--- src/rtl/cpu_pkg.sv ---
// Shared types and encoding constants for the execute sequencer and its ALU.
package cpu_pkg;

    // Default widths; DATA_W must be 2*REG_ADDR_W so the immediate fits the rs1/rs2 field.
    localparam int REG_ADDR_W_DEF = 2;
    localparam int DATA_W_DEF     = 2 * REG_ADDR_W_DEF;
    localparam int CNT_W_DEF      = 8;

    // Instruction layout for the default widths: [7:6] op, [5:4] rd, [3:2] rs1, [1:0] rs2.
    localparam int INSTR_W_DEF = 2 + 3 * REG_ADDR_W_DEF;
    localparam int OP_LSB      = 3 * REG_ADDR_W_DEF;
    localparam int RD_LSB      = 2 * REG_ADDR_W_DEF;
    localparam int RS1_LSB     = REG_ADDR_W_DEF;
    localparam int RS2_LSB     = 0;

    typedef enum logic [1:0] {
        OP_ADD = 2'b00,
        OP_SUB = 2'b01,
        OP_AND = 2'b10,
        OP_LI  = 2'b11
    } op_t;

    typedef enum logic [1:0] {
        IDLE = 2'b00,
        READ = 2'b01,
        EXEC = 2'b10,
        WB   = 2'b11
    } seq_state_t;

endpackage

--- src/rtl/exec_sequencer_alu4.sv ---
// Purely combinational ALU: ADD/SUB/AND on two operands, LI passes the immediate.
module alu4
    import cpu_pkg::*;
#(
    parameter int DATA_W = DATA_W_DEF
) (
    input  op_t               op,
    input  logic [DATA_W-1:0] a,
    input  logic [DATA_W-1:0] b,
    input  logic [DATA_W-1:0] imm,
    input  logic              carry_in,
    output logic [DATA_W-1:0] result,
    output logic              carry_out,
    output logic              zero
);

    logic [DATA_W:0] sum;
    logic [DATA_W:0] diff;

    // One extra bit carries the ADD carry-out; for SUB it is the borrow (a < b unsigned).
    assign sum  = {1'b0, a} + {1'b0, b};
    assign diff = {1'b0, a} - {1'b0, b};

    // Select result and carry by opcode; AND and LI hold the previous carry.
    always_comb begin
        result    = '0;
        carry_out = carry_in;
        case (op)
            OP_ADD: begin
                result    = sum[DATA_W-1:0];
                carry_out = sum[DATA_W];
            end
            OP_SUB: begin
                result    = diff[DATA_W-1:0];
                carry_out = diff[DATA_W];
            end
            OP_AND: result = a & b;
            OP_LI:  result = imm;
            default: result = '0;
        endcase
    end

    assign zero = (result == '0);

endmodule

--- src/rtl/exec_sequencer.sv ---
// Four-state execute controller in front of a small register file:
// IDLE (accept) -> READ (capture operands) -> EXEC (ALU) -> WB (write back).
//
// Handshake: an instruction transfers on a rising edge where instr_valid and
// instr_ready are both high; instr_ready is high only in IDLE while rst_n is
// high, and instr/instr_valid are ignored in every other cycle.
module exec_sequencer
    import cpu_pkg::*;
#(
    parameter int DATA_W     = DATA_W_DEF,
    parameter int REG_ADDR_W = REG_ADDR_W_DEF,
    parameter int CNT_W      = CNT_W_DEF
) (
    input  logic                      clk,
    input  logic                      rst_n,
    input  logic                      instr_valid,
    output logic                      instr_ready,
    input  logic [2+3*REG_ADDR_W-1:0] instr,
    output logic [REG_ADDR_W-1:0]     rs1,
    output logic [REG_ADDR_W-1:0]     rs2,
    input  logic [DATA_W-1:0]         ru1,
    input  logic [DATA_W-1:0]         ru2,
    output logic [REG_ADDR_W-1:0]     rd,
    output logic                      RuWr,
    output logic [DATA_W-1:0]         RuWrData,
    output logic                      busy,
    output logic                      retire,
    output logic                      zero_flag,
    output logic                      carry_flag,
    output logic [CNT_W-1:0]          instr_count,
    output seq_state_t                dbg_state
);

    localparam int INSTR_W = 2 + 3 * REG_ADDR_W;

    seq_state_t           state_q;
    logic [INSTR_W-1:0]   ir_q;
    logic [DATA_W-1:0]    opa_q;
    logic [DATA_W-1:0]    opb_q;
    logic [DATA_W-1:0]    res_q;
    logic                 zero_q;
    logic                 carry_q;
    logic [CNT_W-1:0]     cnt_q;

    logic [DATA_W-1:0]    res_d;
    logic                 zero_d;
    logic                 carry_d;
    logic [CNT_W-1:0]     cnt_d;
    op_t                  op;
    logic [DATA_W-1:0]    imm;

    // Field decode always comes from the latched instruction, never from the input bus.
    assign op  = op_t'(ir_q[INSTR_W-1 -: 2]);
    assign rd  = ir_q[3*REG_ADDR_W-1 -: REG_ADDR_W];
    assign rs1 = ir_q[2*REG_ADDR_W-1 -: REG_ADDR_W];
    assign rs2 = ir_q[REG_ADDR_W-1:0];
    // The immediate overlays the rs1/rs2 fields.
    assign imm = ir_q[DATA_W-1:0];

    alu4 #(.DATA_W(DATA_W)) u_alu (
        .op        (op),
        .a         (opa_q),
        .b         (opb_q),
        .imm       (imm),
        .carry_in  (carry_q),
        .result    (res_d),
        .carry_out (carry_d),
        .zero      (zero_d)
    );

    assign cnt_d = cnt_q + {{(CNT_W-1){1'b0}}, 1'b1};

    // Sequencer: one instruction walks IDLE->READ->EXEC->WB; reset drops it without a write.
    always_ff @(posedge clk) begin
        if (!rst_n) begin
            state_q <= IDLE;
            ir_q    <= '0;
            opa_q   <= '0;
            opb_q   <= '0;
            res_q   <= '0;
            zero_q  <= 1'b0;
            carry_q <= 1'b0;
            cnt_q   <= '0;
        end else begin
            case (state_q)
                IDLE: begin
                    if (instr_valid) begin
                        ir_q    <= instr;
                        state_q <= READ;
                    end
                end
                READ: begin
                    opa_q   <= ru1;
                    opb_q   <= ru2;
                    state_q <= EXEC;
                end
                EXEC: begin
                    res_q   <= res_d;
                    zero_q  <= zero_d;
                    carry_q <= carry_d;
                    state_q <= WB;
                end
                WB: begin
                    cnt_q   <= cnt_d;
                    state_q <= IDLE;
                end
                default: state_q <= IDLE;
            endcase
        end
    end

    // Strobes are gated by rst_n so a reset landing in WB never writes.
    assign instr_ready = (state_q == IDLE) && rst_n;
    assign RuWr        = (state_q == WB) && rst_n;
    assign retire      = (state_q == WB) && rst_n;
    assign busy        = (state_q != IDLE);
    assign RuWrData    = res_q;
    assign zero_flag   = zero_q;
    assign carry_flag  = carry_q;
    assign instr_count = cnt_q;
    assign dbg_state   = state_q;

endmodule

--- config.mk ---
export PLATFORM = sky130hd
export DESIGN_NAME = exec_sequencer
export DESIGN_NICKNAME = d
export VERILOG_FILES = /design/src/rtl/cpu_pkg.sv /design/src/rtl/exec_sequencer_alu4.sv /design/src/rtl/exec_sequencer.sv
export SDC_FILE = /design/constraint.sdc
export NUM_CORES = 1
export LEC_CHECK = 0
export ABC_AREA = 0
export CORE_UTILIZATION = 32
export DETAILED_ROUTE_END_ITERATION = 7
export HOLD_SLACK_MARGIN = 0.06
export PLACE_DENSITY = 0.67
export SYNTH_ARGS = -nofsm -noshare
export SYNTH_HDL_FRONTEND = slang
export SYNTH_SLANG_ARGS = --single-unit
--- constraint.sdc ---
create_clock -name clk -period 4.3 [get_ports clk]
set_input_delay 0.645 -clock clk [delete_from_list [all_inputs] [get_ports clk]]
set_output_delay 0.645 -clock clk [all_outputs]
set_load 0.05 [all_outputs]
# After elaboration in Yosys (flattened, before gate mapping)

Cells that the tools add are included.

Latch bits: 0
Word-level logic and storage cells: 32
Output and inout bits: 26
Memories kept: 0
Memory bits (read-only): 0
Input port bits: 19
Memory bits (writable): 0
Bits in registers: 32

Reduce and logical (&&, ||, !) cells: 9
Shifts and indexed selects: 0
Add/sub/neg operators: 3
Muxes and demuxes: 4
Div/mod/pow operators: 0
Magnitude comparators: 0
Bitwise gates (word level): 1
Eq/ne operators: 7
$mul: 0

Operators with widths:

| operator                                      | count |
|---|---|
| case mux 4 bit (4 select lines)               | 1 |
| adder 8 x 1 -> 8 bit, second input constant   | 1 |
| == test 2 bit, second input constant          | 4 |
| case mux 2 bit (4 select lines)               | 1 |
| adder 4 x 4 -> 5 bit                          | 1 |
| subtractor 4 x 4 -> 5 bit                     | 1 |
| bitwise AND 4 bit                             | 1 |
| == test 2 x 1 -> 1 bit, second input constant | 2 |
| logical NOT 2 bit                             | 2 |
| logical NOT 4 bit                             | 1 |
| AND reduction 2 bit                           | 2 |
| nonzero test 2 bit                            | 2 |
| logical AND 1 bit                             | 2 |
| two-way mux 2 bit                             | 1 |
| != test 2 bit, second input constant          | 1 |
| case mux 1 bit (2 select lines)               | 1 |

# Longest topological paths before layout

Depth in word-level cells: 3
Depth in mapped cells: 7
Mapped depth without buffers: 7

# By module

Synthesis repeated with hierarchy kept, for this count alone.

Cells, all modules: 197
Area, all modules: 1808.0 µm²

Modules (own cells, without submodules):

| module         | times used | area an instance (µm²) | cells each |
|---|---|---|---|
| exec_sequencer | 1          | 1388.8                 | 143 |
| alu4           | 1          | 419.2                  | 54 |

# Worst setup path after synthesis

Ideal clock, no wire load.

Path type: input to output
Start: input port rst_n
End: output port retire
Stages on the path: 4
Buffers on the path: 3
Arrival: 1848 ps
Slack: 1807 ps
Required time: 3655 ps
Cell sequence: clkbuf_1 > clkbuf_1 > and2_1 > buf_4

Word-level cells in the longest chain between the ends: 1

Ends and longest elaborated chain:

| item              | RTL line             | source |
|---|---|---|
| from (decl)       | exec_sequencer.sv:15 | `input logic rst_n,` |
| logical AND 1 bit | -                    |  |
| to (decl)         | exec_sequencer.sv:27 | `output logic retire,` |

Every way passes these cells.

# Final worst setup path

Start: input port rst_n
End: output port retire

Word-level cells in the longest chain between the ends: 1

Ends and longest elaborated chain:

| item              | RTL line              | source |
|---|---|---|
| logical AND 1 bit | exec_sequencer.sv:115 | `assign retire = (state_q == WB) && rst_n;` |

Every way passes these cells.

==> impl.org <==
** Run status
- Result of the run :: completed

** CTS
- In this run the clock root is driven by a sky130_fd_sc_hd__clkbuf_8.
- Hold repair after CTS inserted 0 buffers.
- TritonCTS built the clock tree.
- CTS built an H-tree with a depth of 2.
- Setup bufs post-CTS :: 0
- Resize count post-CTS :: 0
- Clk sink count :: 32
- Clock-pin slew was measured on the worst setup and hold paths at 70 ps.
- The clock passes through at most 2 buffers.
- Clock latency reported for the late side of the worst-skew pair :: 280 ps
- In this run, CTS created clock tree buffers numbering 5.

** Routing
- Dividing the detail-routed via count by the number of cells gives about 4.6.
- The count of nets left with antenna violations once routing finished came out at 0.
- For this run, the detailed router's first-pass iteration total came to 4.
- Detailed-route wire length per cell :: 12.17 µm
- Drt first-iter violations :: 52
- After detailed routing, the number of remaining DRC violations is 0.
- Routed via count :: 1420
- Wirelength, routed :: between 3000 and 4000 µm

** Worst setup path
- Classification of the worst setup path :: in -> out
- Endpoint class of the critical path :: output port
- Worst Reg-to-Reg Cells :: 7
- Timing startpoint of the critical path :: rst_n
- Crit path max fanout :: 19
- The worst register-to-register path ends at zero_flag.
- For the worst setup path, the data required time is about 3700 ps.
- Endpoint arrival time on the critical path :: 2530 ps
- CP Launch Type :: input pin
- Minimum setup slack among reg-to-reg paths :: between 2000 and 2500 ps
- In this run the critical register-to-register path is launched from opa_q[0].
- Termination of the worst setup path :: retire

** Die
- In this run the count of I/O pins placed on the die edge is 45.
- The initial utilization of the core area, before any placement, comes to 0.3336.
- The core region is roughly 5500 µm².
- Die X :: ~78 µm
- The die is 78.00 µm tall.
- The floorplan has 27 rows.
- Die Outline Area :: 6083 µm²

** Power
- Internal :: 728.9 µW
- Summed over all nets, the switching power comes to 533.8 µW.
- Maximum VDD drop :: 0.2571 mV
- Power density over the cells :: 533.4 nW/µm²
- Leakage power figure :: 0.9199 nW
- Switching fraction of total power :: 0.4227
- The share of total power dissipated in the clock network is 0.190.
- Overall power consumption after layout is estimated at 1.263 mW.
- The share of total power dissipated in combinational logic is 0.491.
- Share of power burned in registers :: 0.319

** Timing
- The final number of max-transition violations came to 0.
- Setup repair after global routing left no endpoint under its margin.
- Portion of the clock cycle consumed by the worst path in the final layout :: 0.7387
- Max Clock Freq :: 314.8 MHz
- For the final routed database, the setup TNS stands at 0 ps.
- Setup violations remaining at the end of the flow were counted as 0.
- The final hold violation count is 0.
- The smallest clock period supported by the final layout is computed as about 3200 ps.
- Headroom to the max-slew limit came out at 0.6008.
- The clock arrives with roughly 4.2 ps of skew.
- For the pin with the worst max-slew slack, the measured transition is ~600 ps.

** Min path
- The path class of the tightest hold or removal check is reg -> reg.

** GRT
- Entering global routing, the biggest net connects 20 pins.
- Initial antenna violation count :: 0
- The first global-routing pass estimated just under 6000 µm of wire.
- The number of global-route vias before repair is 1343.
- Remaining Overflow, GRT :: 0
- Global-route usage over all layers :: 0.1260

** Final layout
- Diode insertion count for antenna repair :: 0
- Total Nets Final :: 268
- Post-layout instance count excluding filler cells :: between 300 and 400
- Proportion of layout cells with a drive suffix above 1 :: 0.05983
- Relative to the synthesized area, the layout overhead comes to 28.10%.

** Place
- Detailed Place HPWL :: roughly 2800 µm
- Number of instances in the placed design :: 298
- Routability congestion estimate :: approximately 0.75
- PortBufs :: 44

** Synthesis
- Combined area of all synthesized cells :: ~1800 µm²
- The synthesized netlist contains 41 unique library cells.
- Number of synthesized register bits :: 32
- Number of nets in the synthesized netlist :: between 200 and 250
- Avg Synthesized Cell Area :: 9.287 µm²
- Mapped Cells :: 199
- The share of the Yosys chip area taken by registers is 0.3466.
- Async SR Flop Fraction :: 0
- Yosys mapped a number of flops with a built-in enable equal to 0.
- In the synthesized netlist the dominant register cell turns out to be sky130_fd_sc_hd__dfxtp_1.
- Yosys Warn Count :: 0

** Flow run
- Across the run, the number of max-cap violations was 0.
[cell type report]
| type | count | area, µm² |
|---|---|---|
| clock buffers | 6 | 82.58 |
| clock inverters | 2 | 10.01 |
| fillers | 560 | 3173 |
| inverters | 16 | 60.06 |
| multi-input cells | 133 | 1036 |
| flip-flops and latches | 32 | 640.6 |
| well taps | 72 | 90.09 |
| repair buffers | 45 | 447.9 |
[critical path, cell delays in order]
cell and delay (ps):
sky130_fd_sc_hd__clkdlybuf4s50_1 850, sky130_fd_sc_hd__and2_1 230, sky130_fd_sc_hd__clkdlybuf4s50_1 800
[cell usage after synthesis (all sizes together), types with 4 or more instances]
| master | n | area, µm² |
|---|---|---|
| a21boi | 10 | 75.07 |
| ha | 14 | 175.2 |
| and2 | 8 | 50.05 |
| nand2 | 17 | 63.81 |
| nand3 | 8 | 40.04 |
| clkbuf | 7 | 26.28 |
| dfxtp | 32 | 640.6 |
| nor2b | 13 | 81.33 |
| xnor2 | 5 | 43.79 |
| o21ai | 4 | 20.01 |
| buf | 11 | 85.08 |
| inv | 16 | 60.06 |
| mux2i | 10 | 100.1 |
[how the worst min path moves through the flow]
stage,from,to,depth (start not counted)
finish,ir_q[5],ir_q[5],2
global route,ir_q[5],ir_q[5],2
CTS,ir_q[5],ir_q[5],2
detailed placement,ir_q[5],ir_q[5],2
global placement,RuWrData[1],RuWrData[1],1
floorplan,ir_q[4],ir_q[4],2
[flip-flops by register name, summed over array words and instances, names as in the netlist]
name         flops
ir_q             8
RuWrData         4
opa_q            4
carry_flag       1
dbg_state        2
instr_count      8
opb_q            4
zero_flag        1
[power groups by stage]
| stage | clock [mW] | combinational, mW | sequential (mW) |
|---|---|---|---|
| after global routing | 0.265 | 0.674 | 0.413 |
| after CTS | 0.251 | 0.627 | 0.404 |
| after floorplan | 0 | 0.411 | 0.474 |
| after detailed placement | 0 | 0.622 | 0.410 |
| after global placement | 0 | 0.621 | 0.408 |
| final | 0.240 | 0.619 | 0.403 |
[logic make-up (layout without fill, tap and decap cells)]
group           count (synthesis)  in the layout  share of synthesized area
xor+xnor                        7              7                    0.03318
flops                          32             32                     0.3466
buf+inv                        34             69                    0.09276
simple gates                   67             67                     0.1991
fa+ha+maj                      16             16                     0.1165
compound gates                 30             30                     0.1273
mux                            13             13                    0.08463
[layout by cell type (no fill, tap or decap), drive strengths merged, types with 4 or more instances in the layout]
cell            n
clkdlybuf4s50  44
nand3           8
mux2i          10
a21boi         10
nor2b          13
clkbuf          6
and2            8
dfxtp          32
nand2          17
ha             14
o21ai           4
inv            16
xnor2           5
[routing by layer]
layer  track usage  vias to the layer above  share of wire
met1        0.1398                      659           0.44
met4       0.04444                        0          0.012
met2        0.2133                       27           0.48
li1              -                      729              -
met5             0                        -              0
met3       0.05529                        5          0.068
[stage by stage]
stage          hold slack [ps]  setup WS [ps]  area (µm²)  utilization
2_1_floorplan            443.8           1807        1848            -
3_3_place_gp             462.2           1108        2275       0.4106
3_5_place_dp             463.5           1113        2275       0.4106
4_1_cts                  473.6           1117        2367       0.4273
5_1_grt                  497.1           1015        2367       0.4273
6_report                 472.5           1124        2367       0.4273
Power figures use the tool's default switching activity.
